`src/rtl/lwc_api_pkg.sv`:
```
// ============================================================================
// Module      : lwc_api_pkg
// Description : LWC-API opcodes, segment types, header field positions,
//               pre-processor FSM states and bdi byte-mask helper.
// Revision    : 1.0 - initial release
// ============================================================================
`default_nettype none

package lwc_api_pkg;

    localparam logic [3:0] OP_ACTKEY = 4'b0111;
    localparam logic [3:0] OP_ENC    = 4'b0010;
    localparam logic [3:0] OP_DEC    = 4'b0011;
    localparam logic [3:0] OP_LDKEY  = 4'b0100;

    localparam logic [3:0] HT_AD     = 4'b0001;
    localparam logic [3:0] HT_PT     = 4'b0100;
    localparam logic [3:0] HT_CT     = 4'b0101;
    localparam logic [3:0] HT_TAG    = 4'b1000;
    localparam logic [3:0] HT_KEY    = 4'b1100;
    localparam logic [3:0] HT_NPUB   = 4'b1101;

    localparam int HDR_OP_MSB  = 31;
    localparam int HDR_OP_LSB  = 28;
    localparam int HDR_EOI     = 26;
    localparam int HDR_EOT     = 25;
    localparam int HDR_LAST    = 24;
    localparam int HDR_LEN_MSB = 15;

    typedef enum logic [3:0] {
        ST_IDLE      = 4'd0,
        ST_SDI_INSTR = 4'd1,
        ST_SDI_HDR   = 4'd2,
        ST_LD_KEY    = 4'd3,
        ST_NPUB_HDR  = 4'd4,
        ST_LD_NPUB   = 4'd5,
        ST_DATA_HDR  = 4'd6,
        ST_LD_DATA   = 4'd7,
        ST_TAG_HDR   = 4'd8,
        ST_LD_TAG    = 4'd9
    } state_t;

    // Big-endian: byte 0 is [31:24], so a short word keeps its upper bytes.
    function automatic logic [31:0] mask_bytes(input logic [31:0] d, input logic [2:0] size);
        logic [31:0] m;
        case (size)
            3'd1:    m = 32'hFF00_0000;
            3'd2:    m = 32'hFFFF_0000;
            3'd3:    m = 32'hFFFF_FF00;
            3'd4:    m = 32'hFFFF_FFFF;
            default: m = 32'h0000_0000;
        endcase
        return d & m;
    endfunction

endpackage

`default_nettype wire

```
`src/rtl/seg_len_counter.sv`:
```
// ============================================================================
// Module      : seg_len_counter
// Description : Remaining-length tracker for one data segment; reports the
//               byte count, last and partial flags of the current word.
// Revision    : 1.0 - initial release
// ============================================================================
`default_nettype none

module seg_len_counter (
    input  logic        clk,
    input  logic        rst,
    input  logic        load_i,
    input  logic [15:0] len_i,
    input  logic        dec_i,
    output logic [2:0]  size_o,
    output logic        last_o,
    output logic        partial_o
);

    logic [15:0] rem_q;
    logic [15:0] rem_d;

    assign size_o    = (rem_q >= 16'd4) ? 3'd4 : {1'b0, rem_q[1:0]};
    assign last_o    = (rem_q <= 16'd4);
    assign partial_o = (size_o != 3'd4);

    always_comb begin
        rem_d = rem_q;
        if (load_i) begin
            rem_d = len_i;
        end else if (dec_i) begin
            rem_d = rem_q - {13'd0, size_o};
        end
    end

    always_ff @(posedge clk) begin
        if (rst) begin
            rem_q <= 16'd0;
        end else begin
            rem_q <= rem_d;
        end
    end

endmodule

`default_nettype wire

```
`src/rtl/pre_processor.sv`:
```
// ============================================================================
// Module      : pre_processor
// Description : LWC-API header parser feeding key/bdi words to the controller
//               and forwarding instructions / PT-CT headers on cmd.
// Revision    : 1.0 - initial release
// ============================================================================
`default_nettype none

module pre_processor
    import lwc_api_pkg::*;
#(
    parameter int W          = 32,
    parameter int KEY_WORDS  = 4,
    parameter int NPUB_WORDS = 4,
    parameter int TAG_WORDS  = 2
) (
    input  logic         clk,
    input  logic         rst,
    input  logic [W-1:0] pdi_data,
    input  logic         pdi_valid,
    output logic         pdi_ready,
    input  logic [W-1:0] sdi_data,
    input  logic         sdi_valid,
    output logic         sdi_ready,
    output logic [W-1:0] key,
    output logic         key_valid,
    input  logic         key_ready,
    output logic         key_update,
    output logic [W-1:0] bdi,
    output logic         bdi_valid,
    input  logic         bdi_ready,
    output logic [3:0]   bdi_type,
    output logic         bdi_eot,
    output logic         bdi_eoi,
    output logic [2:0]   bdi_size,
    output logic         bdi_partial,
    output logic         decrypt,
    output logic [W-1:0] cmd_data,
    output logic         cmd_valid,
    input  logic         cmd_ready
);

    state_t     state_q, state_d;
    logic [1:0] ctr_q, ctr_d;
    logic       decrypt_q, decrypt_d;
    logic       eot_q, eot_d;
    logic       eoi_q, eoi_d;
    logic [3:0] type_q, type_d;

    logic [3:0] w_pdi_op;
    logic [3:0] w_sdi_op;
    logic [2:0] w_seg_size;
    logic       w_seg_last;
    logic       w_seg_partial;
    logic       w_pdi_hs;
    logic       w_sdi_hs;
    logic       w_cmd_hdr;
    state_t     w_seg_end_state;
    state_t     w_zero_len_state;

    assign w_pdi_op = pdi_data[HDR_OP_MSB:HDR_OP_LSB];
    assign w_sdi_op = sdi_data[HDR_OP_MSB:HDR_OP_LSB];
    assign w_pdi_hs = pdi_valid & pdi_ready;
    assign w_sdi_hs = sdi_valid & sdi_ready;
    assign w_cmd_hdr = (state_q == ST_IDLE)
                     ? ((w_pdi_op == OP_ENC) || (w_pdi_op == OP_DEC))
                     : ((w_pdi_op == HT_PT) || (w_pdi_op == HT_CT));

    assign w_seg_end_state  = eoi_q ? (decrypt_q ? ST_TAG_HDR : ST_IDLE) : ST_DATA_HDR;
    assign w_zero_len_state = pdi_data[HDR_EOI] ? (decrypt_q ? ST_TAG_HDR : ST_IDLE) : ST_DATA_HDR;

    seg_len_counter u_seg_len_counter (
        .clk       (clk),
        .rst       (rst),
        .load_i    ((state_q == ST_DATA_HDR) && w_pdi_hs),
        .len_i     (pdi_data[HDR_LEN_MSB:0]),
        .dec_i     ((state_q == ST_LD_DATA) && w_pdi_hs),
        .size_o    (w_seg_size),
        .last_o    (w_seg_last),
        .partial_o (w_seg_partial)
    );

    // Handshake and bdi muxing: data words are combinational pass-throughs.
    always_comb begin
        pdi_ready   = 1'b0;
        sdi_ready   = 1'b0;
        key_valid   = 1'b0;
        key_update  = 1'b0;
        bdi_valid   = 1'b0;
        bdi_type    = 4'd0;
        bdi_eot     = 1'b0;
        bdi_eoi     = 1'b0;
        bdi_size    = 3'd0;
        bdi_partial = 1'b0;
        cmd_valid   = 1'b0;
        key         = sdi_data;
        cmd_data    = pdi_data;
        case (state_q)
            ST_IDLE, ST_DATA_HDR: begin
                if (pdi_valid) begin
                    if (w_cmd_hdr) begin
                        cmd_valid = 1'b1;
                        pdi_ready = cmd_ready;
                    end else begin
                        pdi_ready = 1'b1;
                    end
                end
            end
            ST_SDI_INSTR, ST_SDI_HDR: begin
                sdi_ready = sdi_valid;
            end
            ST_LD_KEY: begin
                key_valid  = sdi_valid;
                sdi_ready  = key_ready;
                key_update = 1'b1;
            end
            ST_NPUB_HDR, ST_TAG_HDR: begin
                pdi_ready = pdi_valid;
            end
            ST_LD_NPUB: begin
                bdi_valid = pdi_valid;
                pdi_ready = bdi_ready;
                bdi_type  = HT_NPUB;
                bdi_size  = 3'd4;
                if (ctr_q == 2'(NPUB_WORDS - 1)) begin
                    bdi_eot = eot_q;
                    bdi_eoi = eoi_q;
                end
            end
            ST_LD_DATA: begin
                bdi_valid   = pdi_valid;
                pdi_ready   = bdi_ready;
                bdi_type    = type_q;
                bdi_size    = w_seg_size;
                bdi_partial = w_seg_partial;
                if (w_seg_last) begin
                    bdi_eot = eot_q;
                    bdi_eoi = eoi_q;
                end
            end
            ST_LD_TAG: begin
                bdi_valid = pdi_valid;
                pdi_ready = bdi_ready;
                bdi_type  = HT_TAG;
                bdi_size  = 3'd4;
            end
            default: ;
        endcase
        bdi = mask_bytes(pdi_data, bdi_size);
    end

    always_comb begin
        state_d   = state_q;
        ctr_d     = ctr_q;
        decrypt_d = decrypt_q;
        eot_d     = eot_q;
        eoi_d     = eoi_q;
        type_d    = type_q;
        case (state_q)
            ST_IDLE: begin
                if (w_pdi_hs) begin
                    if (w_pdi_op == OP_ACTKEY) begin
                        state_d = ST_SDI_INSTR;
                    end else if (w_cmd_hdr) begin
                        decrypt_d = (w_pdi_op == OP_DEC);
                        state_d   = ST_NPUB_HDR;
                    end
                end
            end
            ST_SDI_INSTR: begin
                if (w_sdi_hs && (w_sdi_op == OP_LDKEY)) state_d = ST_SDI_HDR;
            end
            ST_SDI_HDR: begin
                if (w_sdi_hs) begin
                    ctr_d   = 2'd0;
                    state_d = ST_LD_KEY;
                end
            end
            ST_LD_KEY: begin
                if (w_sdi_hs) begin
                    if (ctr_q == 2'(KEY_WORDS - 1)) begin
                        ctr_d   = 2'd0;
                        state_d = ST_IDLE;
                    end else begin
                        ctr_d = ctr_q + 2'd1;
                    end
                end
            end
            ST_NPUB_HDR: begin
                if (w_pdi_hs) begin
                    eot_d   = pdi_data[HDR_EOT];
                    eoi_d   = pdi_data[HDR_EOI];
                    ctr_d   = 2'd0;
                    state_d = ST_LD_NPUB;
                end
            end
            ST_LD_NPUB: begin
                if (w_pdi_hs) begin
                    if (ctr_q == 2'(NPUB_WORDS - 1)) begin
                        ctr_d   = 2'd0;
                        state_d = w_seg_end_state;
                    end else begin
                        ctr_d = ctr_q + 2'd1;
                    end
                end
            end
            ST_DATA_HDR: begin
                if (w_pdi_hs) begin
                    type_d  = w_pdi_op;
                    eot_d   = pdi_data[HDR_EOT];
                    eoi_d   = pdi_data[HDR_EOI];
                    state_d = (pdi_data[HDR_LEN_MSB:0] == 16'd0) ? w_zero_len_state : ST_LD_DATA;
                end
            end
            ST_LD_DATA: begin
                if (w_pdi_hs && w_seg_last) state_d = w_seg_end_state;
            end
            ST_TAG_HDR: begin
                if (w_pdi_hs) begin
                    ctr_d   = 2'd0;
                    state_d = ST_LD_TAG;
                end
            end
            ST_LD_TAG: begin
                if (w_pdi_hs) begin
                    if (ctr_q == 2'(TAG_WORDS - 1)) begin
                        ctr_d   = 2'd0;
                        state_d = ST_IDLE;
                    end else begin
                        ctr_d = ctr_q + 2'd1;
                    end
                end
            end
            default: state_d = ST_IDLE;
        endcase
    end

    always_ff @(posedge clk) begin
        if (rst) begin
            state_q   <= ST_IDLE;
            ctr_q     <= 2'd0;
            decrypt_q <= 1'b0;
            eot_q     <= 1'b0;
            eoi_q     <= 1'b0;
            type_q    <= 4'd0;
        end else begin
            state_q   <= state_d;
            ctr_q     <= ctr_d;
            decrypt_q <= decrypt_d;
            eot_q     <= eot_d;
            eoi_q     <= eoi_d;
            type_q    <= type_d;
        end
    end

    assign decrypt = decrypt_q;

endmodule

`default_nettype wire
```
`config.mk`:
```
export PLATFORM = sky130hd
export DESIGN_NAME = pre_processor
export DESIGN_NICKNAME = d
export VERILOG_FILES = /design/src/rtl/lwc_api_pkg.sv /design/src/rtl/seg_len_counter.sv /design/src/rtl/pre_processor.sv
export SDC_FILE = /design/constraint.sdc
export NUM_CORES = 1
export LEC_CHECK = 0
export BUFFER_PORTS_ARGS = -buffer_cell sky130_fd_sc_hd__buf_2
export CAP_MARGIN = 10
export CORE_UTILIZATION = 35
export CTS_BUF_LIST = sky130_fd_sc_hd__clkbuf_8 sky130_fd_sc_hd__clkbuf_16
export CTS_CLUSTER_SIZE = 40
export DETAILED_ROUTE_END_ITERATION = 16
export HOLD_SLACK_MARGIN = 0.08
export PLACE_DENSITY = 0.72
export SYNTH_ARGS = -nofsm -noshare
export SYNTH_HDL_FRONTEND = slang
export SYNTH_HIERARCHICAL = 1
export SYNTH_SLANG_ARGS = --single-unit
```
`constraint.sdc`:
```
create_clock -name clk -period 3.1 [get_ports clk]
set_clock_uncertainty 0.15 [all_clocks]
set_input_delay 0.31 -clock clk [delete_from_list [all_inputs] [get_ports clk]]
set_output_delay 0.31 -clock clk [all_outputs]
set_load 0.02 [all_outputs]
```
* Word level (Yosys, flattened, before mapping)
Index checks and enable logic that the tools add are counted.
** Word-level totals
- Bits in registers :: 29
- Input port bits :: 71
- Output and inout port bits :: 113
- Word-level logic and storage cells :: 125
** Cells by class
- $add $sub $neg :: 2
- Magnitude comparators :: 2
- Equality and inequality tests :: 37
- Multiplexer cells :: 52
- Bitwise operators :: 4
- Reduce and logical (&&, ||, !) cells :: 21
** Operator list (count)
- $pmux W32 S4 :: 1
- $mux W4 :: 19
- $pmux W4 S10 :: 1
- $and A32 B32 Y32 :: 1
- $eq A4 B3 Y1 const B :: 8
- $mux W16 :: 2
- $ne A2 B2 Y1 const B :: 12
- $eq A4 B2 Y1 const B :: 4
- $ge A16 B3 Y1 const B :: 1
- $le A16 B3 Y1 const B :: 1
- $logic_not A16 Y1 :: 1
- $sub A16 B3 Y16 :: 1
- $mux W1 :: 14
- $mux W2 :: 7
- $reduce_and A14 Y1 :: 1
- $pmux W4 S3 :: 1
- $pmux W2 S5 :: 1
- $reduce_or A2 Y1 :: 5
- $eq A4 B4 Y1 const B :: 2
- $eq A3 B2 Y1 const B :: 2
- $pmux W1 S2 :: 3
- $pmux W3 S2 :: 1
- $reduce_and A6 Y1 :: 1
- $reduce_bool A5 Y1 :: 1
- other kinds (20) :: 27

* Depth between registers and ports, before layout
- Word-level depth :: 10
- Depth in mapped cells :: 11
- Gate-level depth less buffers :: 9

* By module
Netlist, hierarchy kept.
** Modules (own cells, without submodules)
- pre_processor :: instances 1, cells each 269, area each 1989.4 µm², sequential area each 260.2 µm²
- seg_len_counter :: instances 1, cells each 110, area each 924.6 µm², sequential area each 320.3 µm²

* Worst setup path before layout
Ideal clock, no wire load.
- Path kind :: register to register
- Start :: reg u_seg_len_counter.rem_q[6]
- End :: reg u_seg_len_counter.rem_q[15]
- Library setup time :: 86 ps
- Arrival :: 3185 ps
- Data required time :: 2864 ps
- Slack :: -321 ps
- Stages on the path, launching flop included :: 11
- Path buffers :: 1
- Clock period less this slack :: 3421 ps
- Cells stage by stage :: dfxtp_1 -> or4_4 -> or4_4 -> or2_4 -> clkinv_2 -> ha_1 -> or4b_1 -> clkbuf_1 -> nor4_1 -> xnor2_1 -> a211oi_1
** Between the ends
- Longest elaborated chain between the ends :: 5
** Ends and longest elaborated chain
- from (decl) :: line seg_len_counter.sv:20 : logic [15:0] rem_q;
- from (signal assigned) :: line seg_len_counter.sv:40 : rem_q <= rem_d;
- $ge A16 B3 Y1 :: line seg_len_counter.sv:23 : assign size_o = (rem_q >= 16'd4) ? 3'd4 : {1'b0, rem_q[1:0]};
- $mux W3 :: line seg_len_counter.sv:23
- named net w_seg_size[2] :: line pre_processor.sv:52 : logic [2:0] w_seg_size;
- $sub A16 B3 Y16 :: line seg_len_counter.sv:32 : rem_d = rem_q - {13'd0, size_o};
- $mux W16 :: line seg_len_counter.sv:31 : end else if (dec_i) begin
- $mux W16 :: line seg_len_counter.sv:29 : if (load_i) begin
The timed path passes the listed nets, and every way through them passes these cells. The select of a mux whose other input is x is not followed.
A chain may end at the register's enable or synchronous reset.

* Worst setup path after layout
- Start :: reg u_seg_len_counter.rem_q[6]
- End :: out bdi[9]
** Between the ends
- Longest elaborated chain between the ends :: 6
- Elaborated cells on any way between the ends :: 9
- Classes of those cells :: 1 x order compare; 4 x eq/ne; 3 x mux; 1 x bitwise
** Ends and longest elaborated chain
- $ge A16 B3 Y1 * :: line seg_len_counter.sv:23
- $mux W3 * :: line seg_len_counter.sv:23
- named net w_seg_size[2] :: line pre_processor.sv:52
- $pmux W3 S2 * :: line pre_processor.sv:98 : case (state_q)
- $eq A3 B3 Y1 (tied with other cells) :: line lwc_api_pkg.sv:46 : case (size)
- $pmux W32 S4 * :: line lwc_api_pkg.sv:46
- $and A32 B32 Y32 * :: line lwc_api_pkg.sv:53 : return d & m;
- to (decl) :: line pre_processor.sv:29 : output logic [W-1:0] bdi,
The timed path passes the listed nets; every way through them passes the cells marked *.

==> flow_summary.ini <==
[worst_setup_path]
cpLargestDelayFamily = simple AND/OR/NAND/NOR gates
critical_path_peak_fanout = 8
setup.worst_path.class = flop to primary output
critical_path.startpoint_type = flop
cp_slowest_cell = sky130_fd_sc_hd__or4_4
crit_path_max_incr_delay_ps = 530
worstPathBufferInverterCount = 2
reg2reg_slack_ps = -260
worstPathRequired_ps = 2640
worstRegToRegCells = 11
path_cells = or4_4, or4_4, or2_4, clkinv_4, and2_4, o21ai_4, and2_4, or2_4, and2_4, buf_6
critPathArrivalTime_ps = 2980
crit_path_frequent_cell = sky130_fd_sc_hd__and2_4
crit_path_end_kind = primary output
worstSetupPathDepth = 10

[timing]
layout_setup_ws_ps = -342
final_hold_viols = 0
timing_worst_slew_pin_value_ps = 605
setup-violations-final = 42
slew_violations = 0
setup_repair_after_global_routing_missed_its_margin = true
layout_worst_path_cycle_share_pct = 111
period_needed_ps = 3440
slew_headroom_pct = 59.5
achievable-frequency_ghz = 0.291
worst_hold_slack_ps = 149

[synthesis]
synth_edf_count = 0
synth-async-reset-ratio_pct = 0
avgSynthCellArea_um2 = 7.69
netlist-cell-type-count = 69
synth.mux.area_fraction_pct = 4.16
synth-compound-area-share_pct = 17.5
synth-warning-count = 6
ys.flop_type = sky130_fd_sc_hd__dfxtp_1
syn_inst = 379
synth_xor_xnor_area_share_pct = 3.61
synth-simple-area-share_pct = 31.5
synth_top_family_by_area = simple AND/OR/NAND/NOR gates
synth.ff_latch_count = 29
synth_fp_nets = 455
synthAdderAreaFrac_pct = 2.15
synthesis.area_um2 = 2910
register_area_share_after_synthesis_pct = 19.9

[place]
dp_hpwl_mm = 6.88
placer_congestion_estimate = 0.894
place_worst_setup_slack_ps = -141
dpl-instance-area_um2 = 3510
io_buffer_count = 127

[routing]
drtAntennaViolNets = 0
num_vias = 3112
route.detailed.wl_per_inst_um = 15.9
initialDrtViolationCount = 186
drc_errors = 0
avgViaCountPerCell = 5.37
wl_final_mm = 9.20
dr.pass1.iters = 5

[global_route]
pin_count_of_the_biggest_net_entering_global_routing = 29
globalRoute.totalOverflow = 0
first_global_vias = 2843
grt_antenna_before_repair = 0
global_route_wire_length_before_repair_mm = 14.0
grt.total_usage_pct = 20.2

[clock_tree]
cts_inserted_buffers = 5
htreeDepth = 2
worst_setup_hold_path_clk_slew_ps = 70
cts_tree = yes
clock-root-buffer = sky130_fd_sc_hd__clkbuf_8
clock_latency_late_sink_ps = 290
buffer_levels_on_the_longest_clock_path = 2
clock_sinks = 29
cts-hold-fix-buffers = 0

[power]
share_comb_of_total_power_pct = 46.3
p_clk_share_pct = 24.9
p_int_uw = 851
power_switching_share_pct = 39.8
netSwitchingPower_uw = 563
power.static_leakage_nw = 1.83
p_total_mw = 1.41
seq_pwr_share_pct = 28.8
power-per-cell-area_nw_per_um2 = 353
peakVddDrop_mv = 0.168

[job]
maxCapViolations = 0

[cells_and_area]
finalNetCount = 553
fin_area_um2 = 4000
post_route_cells_drive_above_1_share_pct = 51.3
area.growth.synth_to_final_pct = 37.4
insertedDiodeCount = 0
layout.cells.most_common_list = sky130_fd_sc_hd__buf_2 (101), sky130_fd_sc_hd__nor2_1 (37), sky130_fd_sc_hd__buf_4 (35)
sequential_area_um2 = 583
multi_input_comb_area_um2 = 1990
num-fill-cells = 723
layout_commonest_cell = sky130_fd_sc_hd__buf_2

[outcome]
run_status = finished, violations left
violations = setup timing

[floorplanning]
ios = 184
design.core.area_um2 = 7890
floorplan.die.width_um = 93.2
die_height_um = 93.2
placementRows = 32
design.die.area_um2 = 8690
starting_density_of_the_core_pct = 36.9

[min_path]
worst_hold_path_type = input pin to flop
holdPathStages = 3
## kinds of logic after synthesis
family | after synthesis
xor+xnor | 12
simple gates | 159
flops | 29
other cells | 1
mux | 12
fa+ha+maj | 5
compound gates | 67
buf+inv | 94
## registers in the layout (all words and copies together), names as in the netlist
| name | cells |
|---|---|
| state_q | 4 |
| eot_q | 1 |
| type_q | 4 |
| eoi_q | 1 |
| u_seg_len_counter/rem_q | 16 |
| decrypt | 1 |
| ctr_q | 2 |
## power by group through the flow
stage | clock [mW] | sequential, mW | combinational [mW]
final | 0.353 | 0.407 | 0.654
after CTS | 0.352 | 0.407 | 0.637
after floorplan | 0 | 0.413 | 0.495
after detailed placement | 0 | 0.416 | 0.617
after global routing | 0.372 | 0.409 | 0.702
after global placement | 0 | 0.415 | 0.613
## cell type report
| cell class | instances | share of cell area [%] |
|---|---|---|
| clock buffers | 7 | 2.41 |
| clock inverters | 1 | 0.125 |
| inverters | 17 | 1.78 |
| multi-input cells | 256 | 49.6 |
| flip-flops and latches | 29 | 14.6 |
| well taps | 102 | 3.19 |
| repair buffers | 168 | 28.3 |
## what timing repair did
action	CTS	global route
pin swaps	28	15
resized for setup	66	35
setup endpoints to repair	41	47
buffers inserted	3	2
## final timing paths
kind                                                 from                                  endpoint
hold reg to reg                    type_q[0]$_SDFFE_PP0P_                    type_q[0]$_SDFFE_PP0P_
hold / removal                               pdi_data[25]                        eot_q$_SDFFE_PP0P_
setup / recovery  u_seg_len_counter/rem_q[6]$_SDFFE_PP0P_                                    bdi[9]
setup reg to reg  u_seg_len_counter/rem_q[6]$_SDFFE_PP0P_  u_seg_len_counter/rem_q[13]$_SDFFE_PP0P_
## stage by stage
step | TNS, ps | util, % | std cells
after floorplan | -757 | - | 379
after global placement | -871 | 44.5 | 567
after detailed placement | -2850 | 44.5 | 567
after CTS | -9720 | 49.0 | 578
after global routing | -12870 | 50.7 | 580
final | -9830 | 50.7 | 580
## Yosys cell counts (5+ instances only)
library cell | count | area, µm²
sky130_fd_sc_hd__a211oi_1 | 13 | 97.6
sky130_fd_sc_hd__a21oi_1 | 13 | 65.1
sky130_fd_sc_hd__and2_1 | 30 | 188
sky130_fd_sc_hd__and3_1 | 8 | 50.1
sky130_fd_sc_hd__buf_4 | 64 | 480
sky130_fd_sc_hd__clkbuf_1 | 8 | 30.0
sky130_fd_sc_hd__dfxtp_1 | 29 | 581
sky130_fd_sc_hd__ha_1 | 5 | 62.6
sky130_fd_sc_hd__inv_1 | 14 | 52.6
sky130_fd_sc_hd__mux2i_1 | 11 | 110
sky130_fd_sc_hd__nand2_1 | 20 | 75.1
sky130_fd_sc_hd__nand3_1 | 7 | 35.0
sky130_fd_sc_hd__nor2_1 | 37 | 139
sky130_fd_sc_hd__nor3_1 | 11 | 55.1
sky130_fd_sc_hd__nor3b_1 | 5 | 37.5
sky130_fd_sc_hd__nor4_1 | 8 | 50.1
sky130_fd_sc_hd__o21ai_1 | 5 | 25.0
sky130_fd_sc_hd__o31ai_1 | 5 | 37.5
sky130_fd_sc_hd__xnor2_1 | 8 | 70.1
## worst register-to-register path: cells and delay by family, from the launching register on
kind	cells	cell delay [ps]
AOI/OAI and AO/OA	1	200
adders and majority gates	1	190
buffers and inverters	3	320
DFF	1	320
xor gates and xnor gates	1	110
and+or+nand+nor	5	1970
## metal layers
layer	track usage [%]	routed length, µm
met5	0	0
met2	35.8	4640
met4	4.87	173
met3	3.25	754
met1	25.4	3630
(Power assumes the default switching activity.)
